--- config.mk ---
export PLATFORM = sky130hd
export DESIGN_NAME = program_loader
export DESIGN_NICKNAME = d
export VERILOG_FILES = /design/src/rtl/program_loader.sv
export SDC_FILE = /design/constraint.sdc
export NUM_CORES = 1
export LEC_CHECK = 0
export CAP_MARGIN = 20
export CORE_ASPECT_RATIO = 1.75
export CORE_UTILIZATION = 50
export DETAILED_ROUTE_END_ITERATION = 10
export PLACE_DENSITY = 0.89
export SYNTH_ARGS = -nofsm -noshare
export SYNTH_HDL_FRONTEND = slang
export SYNTH_SLANG_ARGS = --single-unit
--- constraint.sdc ---
create_clock -name clk -period 4.15 [get_ports clk]
set_input_delay 0.6225 -clock clk [delete_from_list [all_inputs] [get_ports clk]]
set_output_delay 0.6225 -clock clk [all_outputs]
set_load 0.05 [all_outputs]
--- src/rtl/program_loader.sv ---
// Boot loader: writes a length-prefixed word stream into instruction memory, then releases
// full_machine from reset, counts its run cycles and re-asserts reset on an exception.
module program_loader #(
  parameter int unsigned ADDR_W      = 10,
  parameter int unsigned HOLD_CYCLES = 2
) (
  input  logic              clk,
  input  logic              reset,
  input  logic              start,
  input  logic              in_valid,
  input  logic [31:0]       in_data,
  input  logic              in_last,
  output logic              in_ready,
  input  logic              except,
  output logic              wr_en,
  output logic [ADDR_W-1:0] wr_addr,
  output logic [31:0]       wr_data,
  output logic              machine_reset,
  output logic              running,
  output logic              halted,
  output logic              error,
  output logic [31:0]       run_cycles
);

  localparam int unsigned      Depth    = 2 ** ADDR_W;
  localparam int unsigned      HoldW    = (HOLD_CYCLES > 1) ? $clog2(HOLD_CYCLES) : 1;
  localparam logic [ADDR_W:0]  DepthN   = (ADDR_W + 1)'(Depth);
  localparam logic [ADDR_W:0]  OneN     = (ADDR_W + 1)'(1);
  localparam logic [HoldW-1:0] HoldLast = HoldW'(HOLD_CYCLES - 1);

  typedef enum logic [2:0] {
    StIdle, StHeader, StLoad, StRelease, StRun, StHalt, StError
  } state_e;

  state_e            state_q, state_d;
  logic [ADDR_W:0]   n_q, k_q;
  logic [HoldW-1:0]  hold_q;
  logic [31:0]       run_q;
  logic              wr_en_q;
  logic [ADDR_W-1:0] wr_addr_q;
  logic [31:0]       wr_data_q;

  logic [ADDR_W:0] hdr_n;
  logic            hdr_xfer, load_xfer, word_is_last, frame_ok, load_wr, hold_done, clr_run;

  // Header bits above ADDR_W are ignored; one extra bit lets N reach DEPTH.
  assign hdr_n        = in_data[ADDR_W:0];
  assign hdr_xfer     = (state_q == StHeader) && in_valid;
  assign load_xfer    = (state_q == StLoad) && in_valid;
  assign word_is_last = (k_q == n_q - OneN);
  assign frame_ok     = (in_last == word_is_last);
  assign load_wr      = load_xfer && frame_ok;
  assign hold_done    = (hold_q == HoldLast);
  assign clr_run      = start && (state_q inside {StRun, StHalt, StError});

  always_ff @(posedge clk or negedge reset) begin
    if (!reset) begin
      state_q <= StIdle;
    end else begin
      state_q <= state_d;
    end
  end

  always_comb begin
    state_d = state_q;
    unique case (state_q)
      StIdle: if (start) state_d = StHeader;
      StHeader: begin
        if (in_valid) begin
          if (hdr_n > DepthN)    state_d = StError;
          else if (hdr_n == '0)  state_d = in_last ? StRelease : StError;
          else if (in_last)      state_d = StError;
          else                   state_d = StLoad;
        end
      end
      StLoad: begin
        if (in_valid) begin
          if (!frame_ok)    state_d = StError;
          else if (in_last) state_d = StRelease;
        end
      end
      StRelease: if (hold_done) state_d = StRun;
      // start takes priority over a simultaneous exception.
      StRun: begin
        if (start)       state_d = StHeader;
        else if (except) state_d = StHalt;
      end
      StHalt, StError: if (start) state_d = StHeader;
      default: state_d = StIdle;
    endcase
  end

  always_comb begin
    in_ready      = 1'b0;
    machine_reset = 1'b1;
    running       = 1'b0;
    halted        = 1'b0;
    error         = 1'b0;
    unique case (state_q)
      StHeader, StLoad: in_ready = 1'b1;
      StRun: begin
        machine_reset = 1'b0;
        running       = 1'b1;
      end
      StHalt:  halted = 1'b1;
      StError: error  = 1'b1;
      default: ;
    endcase
  end

  always_ff @(posedge clk or negedge reset) begin
    if (!reset) begin
      n_q       <= '0;
      k_q       <= '0;
      hold_q    <= '0;
      run_q     <= '0;
      wr_en_q   <= 1'b0;
      wr_addr_q <= '0;
      wr_data_q <= '0;
    end else begin
      if (hdr_xfer) begin
        n_q <= hdr_n;
        k_q <= '0;
      end else if (load_wr) begin
        k_q <= k_q + OneN;
      end
      hold_q <= (state_q == StRelease) ? hold_q + HoldW'(1) : '0;
      if (clr_run) begin
        run_q <= '0;
      end else if ((state_q == StRun) && (run_q != '1)) begin
        run_q <= run_q + 32'd1;
      end
      wr_en_q <= load_wr;
      if (load_wr) begin
        wr_addr_q <= k_q[ADDR_W-1:0];
        wr_data_q <= in_data;
      end
    end
  end

  assign wr_en      = wr_en_q;
  assign wr_addr    = wr_addr_q;
  assign wr_data    = wr_data_q;
  assign run_cycles = run_q;

endmodule

==> flow_summary.toml, run 1 <==
[synthesis]
ys_async_sr_fraction = 1.000
synth-edff-count = 0
syn_avg_cell_area_um2 = 8.959
syn_area_um2 = 5080
synth_area_leaders = "dfrtp_1, nand2_1, xnor2_1, nor2_1, nand3_1"
ys_seq_area_frac = 0.4975
synthFlopType = "dfrtp_1"
synth-seq-cells = 101
syn_nets = 610
yosys_warnings = 0
synthCells = 567
synth_top_cell_by_area = "dfrtp_1"
synthDominantCellAreaShare = 0.4975
synth_cell_type_count = 50

[placed_design]
gp_congestion = 0.9037
place_hpwl_um = 9637
io_buffers = 117

[timing]
final.period_utilization = 0.8993
rsz0062_at_grt = "no"
finalHoldViolations = 0
relSlewSlack = 0.3349
period_minus_slack_ps = 3732
fin_tns_setup_ps = 0
report.final.slew_viol_count = 0
setup_viol = 0
tightest_slew_ps = 990.1
max_clock_freq_mhz = 268.0
fin_worst_skew_ps = 11.98

[outcome]
status = "complete, no violations"

[global_route]
grt_max_degree = 73
grt_pass1_wl_um = 22580
grt.total_usage = 0.2723
grt_pass1_vias = 4614
gr-total-overflow = 0
antenna_found_initial = 0

[power]
pwr-share-seq = 0.353
internal_power_mw = 2.373
p_total_mw = 4.307
net-switching-power_mw = 1.934
power_leakage_nw = 2.957
sw_frac_of_total = 0.4490
peakVddDrop_mv = 0.5766
power_density_nw_per_um2 = 645.5
p_comb_frac = 0.455
power_frac_clock = 0.192

[clock_tree]
cts.sinks = 101
cts_tree = "yes"
numCtsBuffers = 9
cts_root_buf = "clkbuf_16"
cts_max_path_buffers = 2
worstSkewPairLatency_ps = 350
htree_levels = 3
path_clk_slew_ps = 70

[layout]
num_antenna_cells = 0
final_layout_size_suffix_gt1_frac = 0.06785
fin_nets = 716
final_cell_mix = "nand2_1, clkdlybuf4s50_1, dfrtp_1, nor2_1, nand3_1"
syn2layout_area_growth_pct = 31.33
layout_commonest_cell = "nand2_1"
fillers = 783
fin_util = 0.6773

[routing]
viasPerCell = 5.768
drt-initial-drc-count = 269
final_antenna_net_count = 0
route.vias.total = 4632
drc = 0
finalWirelength_um = 13480
drtPass1Iterations = 5
post_drt_wl_per_cell_um = 16.78

[worst_setup_path]
cp.depth = 12
path_delay_family = "simple AND/OR/NAND/NOR gates"
crit_chain = "nor4_4, nand3_1, or4_1, o211ai_1, o211ai_1, ha_1, nor4b_2, nand2_1, inv_2, buf_4, nand2_1, nand2_1"
path_class = "reg2reg"
rr_startpoint = "n_q[2]$_DFFE_PN0P_"
critPathMaxFanout = 31
arrival_ps = 4020
timing.rr.end = "wr_data[3]$_DFFE_PN0P_"
crit_end = "wr_data[3]$_DFFE_PN0P_"
startpoint = "n_q[2]$_DFFE_PN0P_"
worst_path_largest_cell_delay_ps = 530
rr_worst_depth = 12
cp_num_buf_inv = 2
cp_common_cell = "nand2_1"
startpoint_type = "flip-flop"
worst_ep_required_time_ps = 4430
endpoint_kind = "flip-flop"
crit_slowest_cell = "or4_1"
reg2reg_slack_ps = 420

[floorplanning]
dieArea_um2 = 10580
row_count = 48
pin_count = 118
start_util = 0.5158
die_y_um = 135.3
core-area_um2 = 9849
fp.dieW_um = 78.20

[min_path]
hold_class = "in2async"

[job]
drv_cap = 0
==> power by group through the flow <==
stage	logic [mW]	clock network, mW	registers [mW]
2_1_floorplan	0.726	0	2.07
3_3_place_gp	1.89	0	1.50
3_5_place_dp	1.94	0	1.51
4_1_cts	1.95	0.839	1.50
5_1_grt	2.08	0.876	1.56
6_report	1.96	0.827	1.52
==> through the flow <==
stage	std cells	hold WS [ps]	cell area [um^2]	worst slack, ps
2_1_floorplan	567	326.9	5080	648.0
3_3_place_gp	786	459.2	6341	266.4
3_5_place_dp	786	466.1	6341	30.60
4_1_cts	802	449.4	6635	0.6763
5_1_grt	803	471.8	6671	23.30
6_report	803	411.3	6671	418.0
==> sequential cells by signal, indices dropped and copies added, names as in the netlist <==
signal and count:
n_q 11, k_q 11, wr_en 1, run_cycles 32, hold_done 1, state_q 3, wr_data 32, wr_addr 10
==> cells by family (layout without fill, tap and decap cells) <==
family | count (synthesis) | in the layout | share of synthesized area
xor+xnor | 29 | 29 | 0.05000
flops | 101 | 101 | 0.4975
compound gates | 73 | 73 | 0.09286
fa+ha+maj | 5 | 5 | 0.01232
buf+inv | 40 | 151 | 0.03374
mux | 16 | 16 | 0.03424
simple gates | 303 | 303 | 0.2793
==> cell type report <==
cell class,instances,area (um^2),area share
clock buffers,10,239.0,0.03582
clock inverters,6,55.05,0.008252
inverters,11,46.29,0.006939
multi-input cells,426,2419,0.3625
flip-flops and latches,101,2527,0.3788
well taps,125,156.4,0.02344
repair buffers,124,1229,0.1842
==> metal layers <==
layer / share of wire / vias up / wire, um / global-route usage
met5: 0 / - / 0 / 0
met4: 0.026 / 0 / 348 / 0.1029
met3: 0.055 / 34 / 738 / 0.04175
met2: 0.55 / 201 / 7405 / 0.5073
met1: 0.37 / 2222 / 4985 / 0.3074
li1: - / 2175 / - / -
==> how the worst min path moves through the flow <==
stage          slack [ps]  depth (start not counted)                    start                    endpoint
6_report              410                          1                    reset  run_cycles[24]$_DFFE_PN0P_
3_5_place_dp          470                          2  wr_data[16]$_DFFE_PN0P_     wr_data[16]$_DFFE_PN0P_
4_1_cts               450                          1                    reset     wr_data[13]$_DFFE_PN0P_
3_3_place_gp          460                          2  wr_data[22]$_DFFE_PN0P_     wr_data[22]$_DFFE_PN0P_
5_1_grt               470                          1                    reset  run_cycles[24]$_DFFE_PN0P_
2_1_floorplan         330                          0                    reset         hold_done$_DFF_PN0_
==> cell usage after synthesis (2+ instances only) <==
master and n:
a211oi_1 3, a21oi_1 22, a31oi_1 7, a41o_1 5, and2_1 2, and3_1 9, and4_1 2, and4b_1 2
buf_1 2, buf_6 2, clkbuf_1 24, dfrtp_1 101, ha_1 5, inv_1 8, inv_2 2, mux2_2 11
mux2i_1 5, nand2_1 161, nand2b_1 5, nand3_1 25, nand4_1 12, nor2_1 37, nor2b_1 2, nor3_1 7
nor3b_1 2, nor4_1 12, nor4b_1 2, o2111ai_1 2, o211ai_1 3, o21a_1 2, o21ai_0 15, o31a_1 2
o31ai_1 6, or3_1 9, or4_1 9, xnor2_1 19, xor2_1 10
==> what timing repair did <==
| item | 4_1_cts | 5_1_grt |
|---|---|---|
| buffers inserted | 0 | 0 |
| hold buffers | 0 | 0 |
| endpoints found under the setup margin | 0 | 53 |
| resized for setup | 0 | 3 |
Note: power is estimated with default switching activity, not from simulation.
==> run 2, diff against run 1 <==
--- a/config.mk
+++ b/config.mk
@@ -7,9 +7,9 @@
 export LEC_CHECK = 0
 export CAP_MARGIN = 20
 export CORE_ASPECT_RATIO = 1.75
-export CORE_UTILIZATION = 50
+export CORE_UTILIZATION = 46
 export DETAILED_ROUTE_END_ITERATION = 10
-export PLACE_DENSITY = 0.89
+export PLACE_DENSITY = 0.86
 export SYNTH_ARGS = -nofsm -noshare
 export SYNTH_HDL_FRONTEND = slang
 export SYNTH_SLANG_ARGS = --single-unit
==> constraint.sdc (replaced) <==
create_clock -name clk -period 3.2 [get_ports clk]
set_input_delay 0.48 -clock clk [delete_from_list [all_inputs] [get_ports clk]]
set_output_delay 0.48 -clock clk [all_outputs]
set_load 0.05 [all_outputs]
==> run 2 against run 1 <==
  * The flow now finishes with violations (setup timing)
  * Setup slack got worse by 500 ps
  * Via count increased by 5.5%
  * Flip-flop and latch count unchanged
  * Clock skew decreased by 3.5 ps
  * Register-to-register slack got worse by 500 ps
  * Critical path type unchanged
==> flow_summary.toml, run 2 (synthesis results as in run 1) <==
[timing]
rsz0062_at_grt = "yes"
relSlewSlack = 0.5058
report.final.slew_viol_count = 0
fin_tns_setup_ps = -151.5
tightest_slew_ps = 741.2
period_minus_slack_ps = 3278
final.period_utilization = 1.024
finalHoldViolations = 0
worst_slack_ps = -78.35
fin_worst_skew_ps = 8.451
max_clock_freq_mhz = 305.0
setup_viol = 3

[layout]
layout_commonest_cell = "nand2_1"
syn2layout_area_growth_pct = 37.44
fin_util = 0.6526
num_antenna_cells = 0
multi_input_area_um2 = 2487
fillers = 795
final_cell_mix = "nand2_1, clkdlybuf4s50_1, dfrtp_1, nor2_1, buf_4"
fin_area_um2 = 6982
final_layout_size_suffix_gt1_frac = 0.1152
fin_nets = 741
seq_area_um2 = 2529

[clock_tree]
ctsHoldBuffers = 0
cts.sinks = 101
cts_tree = "yes"
cts_max_path_buffers = 2
numCtsBuffers = 9
path_clk_slew_ps = 80
cts_root_buf = "clkbuf_16"
worstSkewPairLatency_ps = 350
htree_levels = 3

[routing]
viasPerCell = 5.864
drtPass1Iterations = 5
post_drt_wl_per_cell_um = 17.51
finalWirelength_um = 14590
drc = 0
drt-initial-drc-count = 299
final_antenna_net_count = 0
route.vias.total = 4885

[min_path]
hold_class = "in2async"

[placed_design]
place_ws_ps = 13.49
io_buffers = 117
place_hpwl_um = 10020
place_area_um2 = 6514
gp_congestion = 0.9482

[floorplanning]
dieArea_um2 = 11480
die_y_um = 141.0
start_util = 0.4749
row_count = 50
fp.dieW_um = 81.44
core-area_um2 = 10700
pin_count = 118

[global_route]
antenna_found_initial = 0
grt_pass1_wl_um = 22570
grt_pass1_vias = 4741
grt_max_degree = 54
gr-total-overflow = 0
grt.total_usage = 0.2560

[power]
net-switching-power_mw = 2.613
p_comb_frac = 0.473
peakVddDrop_mv = 0.6727
pwr-share-seq = 0.330
power_frac_clock = 0.197
power_density_nw_per_um2 = 838.6
power_leakage_nw = 3.111
internal_power_mw = 3.242
sw_frac_of_total = 0.4463

[worst_setup_path]
endpoint_kind = "flip-flop"
arrival_ps = 3510
critPathMaxFanout = 4
worst_ep_required_time_ps = 3430
path_class = "reg2reg"
startpoint_type = "flip-flop"

[job]
drv_cap = 0

[outcome]
failed_checks = "setup timing"
status = "finished with violations"
==> run 2: path summary, 6_finish.rpt <==
kind	from	end	slack [ps]	cells after the start
worst max-delay path	n_q[1]$_DFFE_PN0P_	k_q[10]$_DFFE_PN0P_	-80	14
worst min-delay path	reset	run_cycles[31]$_DFFE_PN0P_	170	1
worst max register to register	n_q[1]$_DFFE_PN0P_	k_q[10]$_DFFE_PN0P_	-80	14
worst min register to register	wr_data[25]$_DFFE_PN0P_	wr_data[25]$_DFFE_PN0P_	480	2
max in group asynchronous	reset	n_q[5]$_DFFE_PN0P_	2300	2
min in group clk	wr_data[25]$_DFFE_PN0P_	wr_data[25]$_DFFE_PN0P_	480	2
==> run 2: timing repair <==
item                       CTS  global route
setup buffers                0            10
pin swaps                    0             9
setup endpoints to repair   40            49
cloned                       0             0
gates resized for setup      5            11
==> run 2: final cells by class <==
cell class	count	share of cell area
Clock buffer	9	0.03226
Clock inverter	7	0.01272
Inverter	11	0.007348
Multi-Input combinational cell	426	0.3563
Sequential cell	101	0.3622
Tap cell	130	0.02330
Timing Repair Buffer	149	0.2059
==> run 2: worst max-delay path, cell delays in order (launching register included) <==
cell and delay, ps:
dfrtp_1 400, inv_1 100, ha_2 230, nor3b_1 260, xnor2_1 160, nand3_1 110, nor4_2 170, o211ai_1 140
ha_1 370, nor4b_4 300, buf_4 160, nand4_1 150, nor4_2 380, xnor2_1 170, nor2_1 60
==> run 2: metrics by stage <==
stage	total power, mW	hold WS (ps)	cells
final	5.855	174.7	833
after global routing	6.118	235.6	833
after CTS	5.764	201.7	823
after detailed placement	4.586	461.7	807
after global placement	4.491	458.6	807
after floorplan	3.647	184.4	567
==> run 2: power groups by stage <==
stage	sequential [mW]	combinational, mW	clock (mW)
after floorplan	2.70	0.949	0
after global placement	1.92	2.57	0
after detailed placement	1.94	2.64	0
after CTS	1.92	2.68	1.16
after global routing	1.98	2.92	1.22
final	1.93	2.77	1.15
==> run 2: layer usage <==
metal / global-route usage / wire, um
met5: 0 / 0
met4: 0.1175 / 561
met3: 0.06214 / 951
met2: 0.4430 / 7734
met1: 0.2875 / 5339
==> run 3, diff against run 2 <==
--- a/config.mk
+++ b/config.mk
@@ -5,11 +5,11 @@
 export SDC_FILE = /design/constraint.sdc
 export NUM_CORES = 1
 export LEC_CHECK = 0
-export CAP_MARGIN = 20
 export CORE_ASPECT_RATIO = 1.75
-export CORE_UTILIZATION = 46
+export CORE_MARGIN = 3
+export CORE_UTILIZATION = 50
 export DETAILED_ROUTE_END_ITERATION = 10
-export PLACE_DENSITY = 0.86
+export PLACE_DENSITY = 0.89
 export SYNTH_ARGS = -nofsm -noshare
 export SYNTH_HDL_FRONTEND = slang
 export SYNTH_SLANG_ARGS = --single-unit
==> constraint.sdc (replaced) <==
create_clock -name clk -period 3.5 [get_ports clk]
set_input_delay 0.525 -clock clk [delete_from_list [all_inputs] [get_ports clk]]
set_output_delay 0.525 -clock clk [all_outputs]
set_load 0.05 [all_outputs]
==> run 3 against run 2 <==
  * The flow now finishes without violations
  * Total power down 12%
  * Combinational power down 14%
  * Sequential power down 8%
  * Non-clock buffer count down 16
  * Fmax down 3.9%
  * Clock-buffer cell count up 1
  * Setup slack better by 170 ps
  * Register-to-register slack better by 170 ps
  * Die area down 0.27%
  * Critical path depth down 1
  * Final area down 3.2%
  * Routed wire length down 5.2%
  * Largest power group unchanged
==> flow_summary.toml, run 3 (synthesis results as in run 1) <==
[clock_tree]
ctsHoldBuffers = 0
cts_tree = "yes"
path_clk_slew_ps = 70
htree_levels = 3
numCtsBuffers = 9
cts.sinks = 101
cts_max_path_buffers = 2
worstSkewPairLatency_ps = 350
cts_root_buf = "clkbuf_16"

[power]
pwr-share-seq = 0.343
sw_frac_of_total = 0.4384
power_leakage_nw = 3.023
peakVddDrop_mv = 0.6813
power_density_nw_per_um2 = 764.8
power_frac_clock = 0.198
internal_power_mw = 2.902
net-switching-power_mw = 2.266
p_comb_frac = 0.459

[timing]
fin_worst_skew_ps = 5.601
fin_tns_setup_ps = 0
setup_viol = 0
tightest_slew_ps = 812.1
relSlewSlack = 0.4544
finalHoldViolations = 0
period_minus_slack_ps = 3411
worst_slack_ps = 88.81
report.final.slew_viol_count = 0
final.period_utilization = 0.9746
max_clock_freq_mhz = 293.2

[worst_setup_path]
arrival_ps = 3640
path_class = "reg2reg"
crit_chain = "inv_1, ha_1, xor2_1, o31a_1, nor4_1, o211ai_1, ha_1, nor4b_2, buf_4, nand2_2, nor4_2, xnor2_1, nor2_1"
startpoint_type = "flip-flop"
startpoint = "n_q[0]$_DFFE_PN0P_"
path_delay_family = "simple AND/OR/NAND/NOR gates"
timing.rr.end = "k_q[9]$_DFFE_PN0P_"
worst_ep_required_time_ps = 3720
reg2reg_slack_ps = 90
endpoint_kind = "flip-flop"
cp_common_cell = "ha_1"
critPathMaxFanout = 6
cp_num_buf_inv = 2
rr_startpoint = "n_q[0]$_DFFE_PN0P_"
rr_worst_depth = 13
crit_slowest_cell = "dfrtp_1"
worst_path_largest_cell_delay_ps = 420

[floorplanning]
pin_count = 118
fp.dieW_um = 82.20
dieArea_um2 = 11450
core-area_um2 = 9910
row_count = 48
die_y_um = 139.3
start_util = 0.5126

[placed_design]
place_ws_ps = 7.454
place_hpwl_um = 10350
io_buffers = 117
gp_congestion = 0.9553

[layout]
num_antenna_cells = 0
layout_commonest_cell = "nand2_1"
final_cell_mix = "nand2_1, clkdlybuf4s50_1, dfrtp_1, nor2_1, nand3_1"
syn2layout_area_growth_pct = 33.03
fillers = 728
final_layout_size_suffix_gt1_frac = 0.08163
fin_nets = 725

[global_route]
gr-total-overflow = 0
grt_pass1_vias = 4897
grt.total_usage = 0.2530
grt_pass1_wl_um = 22760
grt_max_degree = 61
antenna_found_initial = 0

[min_path]
hold_class = "in2async"

[routing]
viasPerCell = 5.873
finalWirelength_um = 13830
route.vias.total = 4763
drt-initial-drc-count = 205
drtPass1Iterations = 5
drc = 0
post_drt_wl_per_cell_um = 17.05
final_antenna_net_count = 0

[job]
drv_cap = 0

[outcome]
status = "complete, no violations"
run 3: per-layer routing:
layer / vias up / track usage / routed length (um)
met3: 39 / 0.05570 / 853
met5: - / 0 / 0
met2: 211 / 0.4619 / 7737
met1: 2313 / 0.2572 / 4841
met4: 0 / 0.1252 / 399
li1: 2200 / - / -
run 3: repair_timing:
action,in CTS,in global routing
buffers inserted,0,0
gates cloned,0,0
endpoints found under the setup margin,30,36
pin swaps,0,3
gates resized for setup,1,6
hold endpoints to repair,0,0
run 3: layout make-up:
class	count	area, um^2	share of cell area
Multi-Input combinational cell	426	2427	0.3592
Clock inverter	5	67.56	0.009998
Inverter	11	51.30	0.007591
Timing Repair Buffer	133	1289	0.1907
Clock buffer	10	239.0	0.03536
Tap cell	125	156.4	0.02314
Sequential cell	101	2527	0.3740
run 3: power groups by stage:
stage	Sequential, mW	Combinational [mW]	Clock, mW
3_3_place_gp	1.76	2.29	0
6_report	1.77	2.37	1.02
3_5_place_dp	1.78	2.37	0
2_1_floorplan	2.46	0.862	0
5_1_grt	1.81	2.54	1.09
4_1_cts	1.77	2.38	1.05
run 3: metrics by stage:
| step | hold slack (ps) | total power [mW] | instance area, um^2 | cells | util |
|---|---|---|---|---|---|
| 2_1_floorplan | 229.4 | 3.319 | 5086 | 567 | - |
| 3_3_place_gp | 458.7 | 4.051 | 6416 | 796 | 0.6475 |
| 3_5_place_dp | 461.7 | 4.144 | 6416 | 796 | 0.6475 |
| 4_1_cts | 260.6 | 5.189 | 6729 | 811 | 0.6790 |
| 5_1_grt | 305.2 | 5.443 | 6758 | 811 | 0.6819 |
| 6_report | 236.0 | 5.168 | 6758 | 811 | 0.6819 |
run 3: worst max path at each step:
stage	end	depth (start not counted)	slack [ps]
2_1_floorplan	k_q[7]$_DFFE_PN0P_	12	130
3_3_place_gp	k_q[9]$_DFFE_PN0P_	13	130
3_5_place_dp	k_q[4]$_DFFE_PN0P_	14	7
4_1_cts	k_q[4]$_DFFE_PN0P_	14	80
5_1_grt	k_q[9]$_DFFE_PN0P_	12	-30
6_report	k_q[9]$_DFFE_PN0P_	13	90
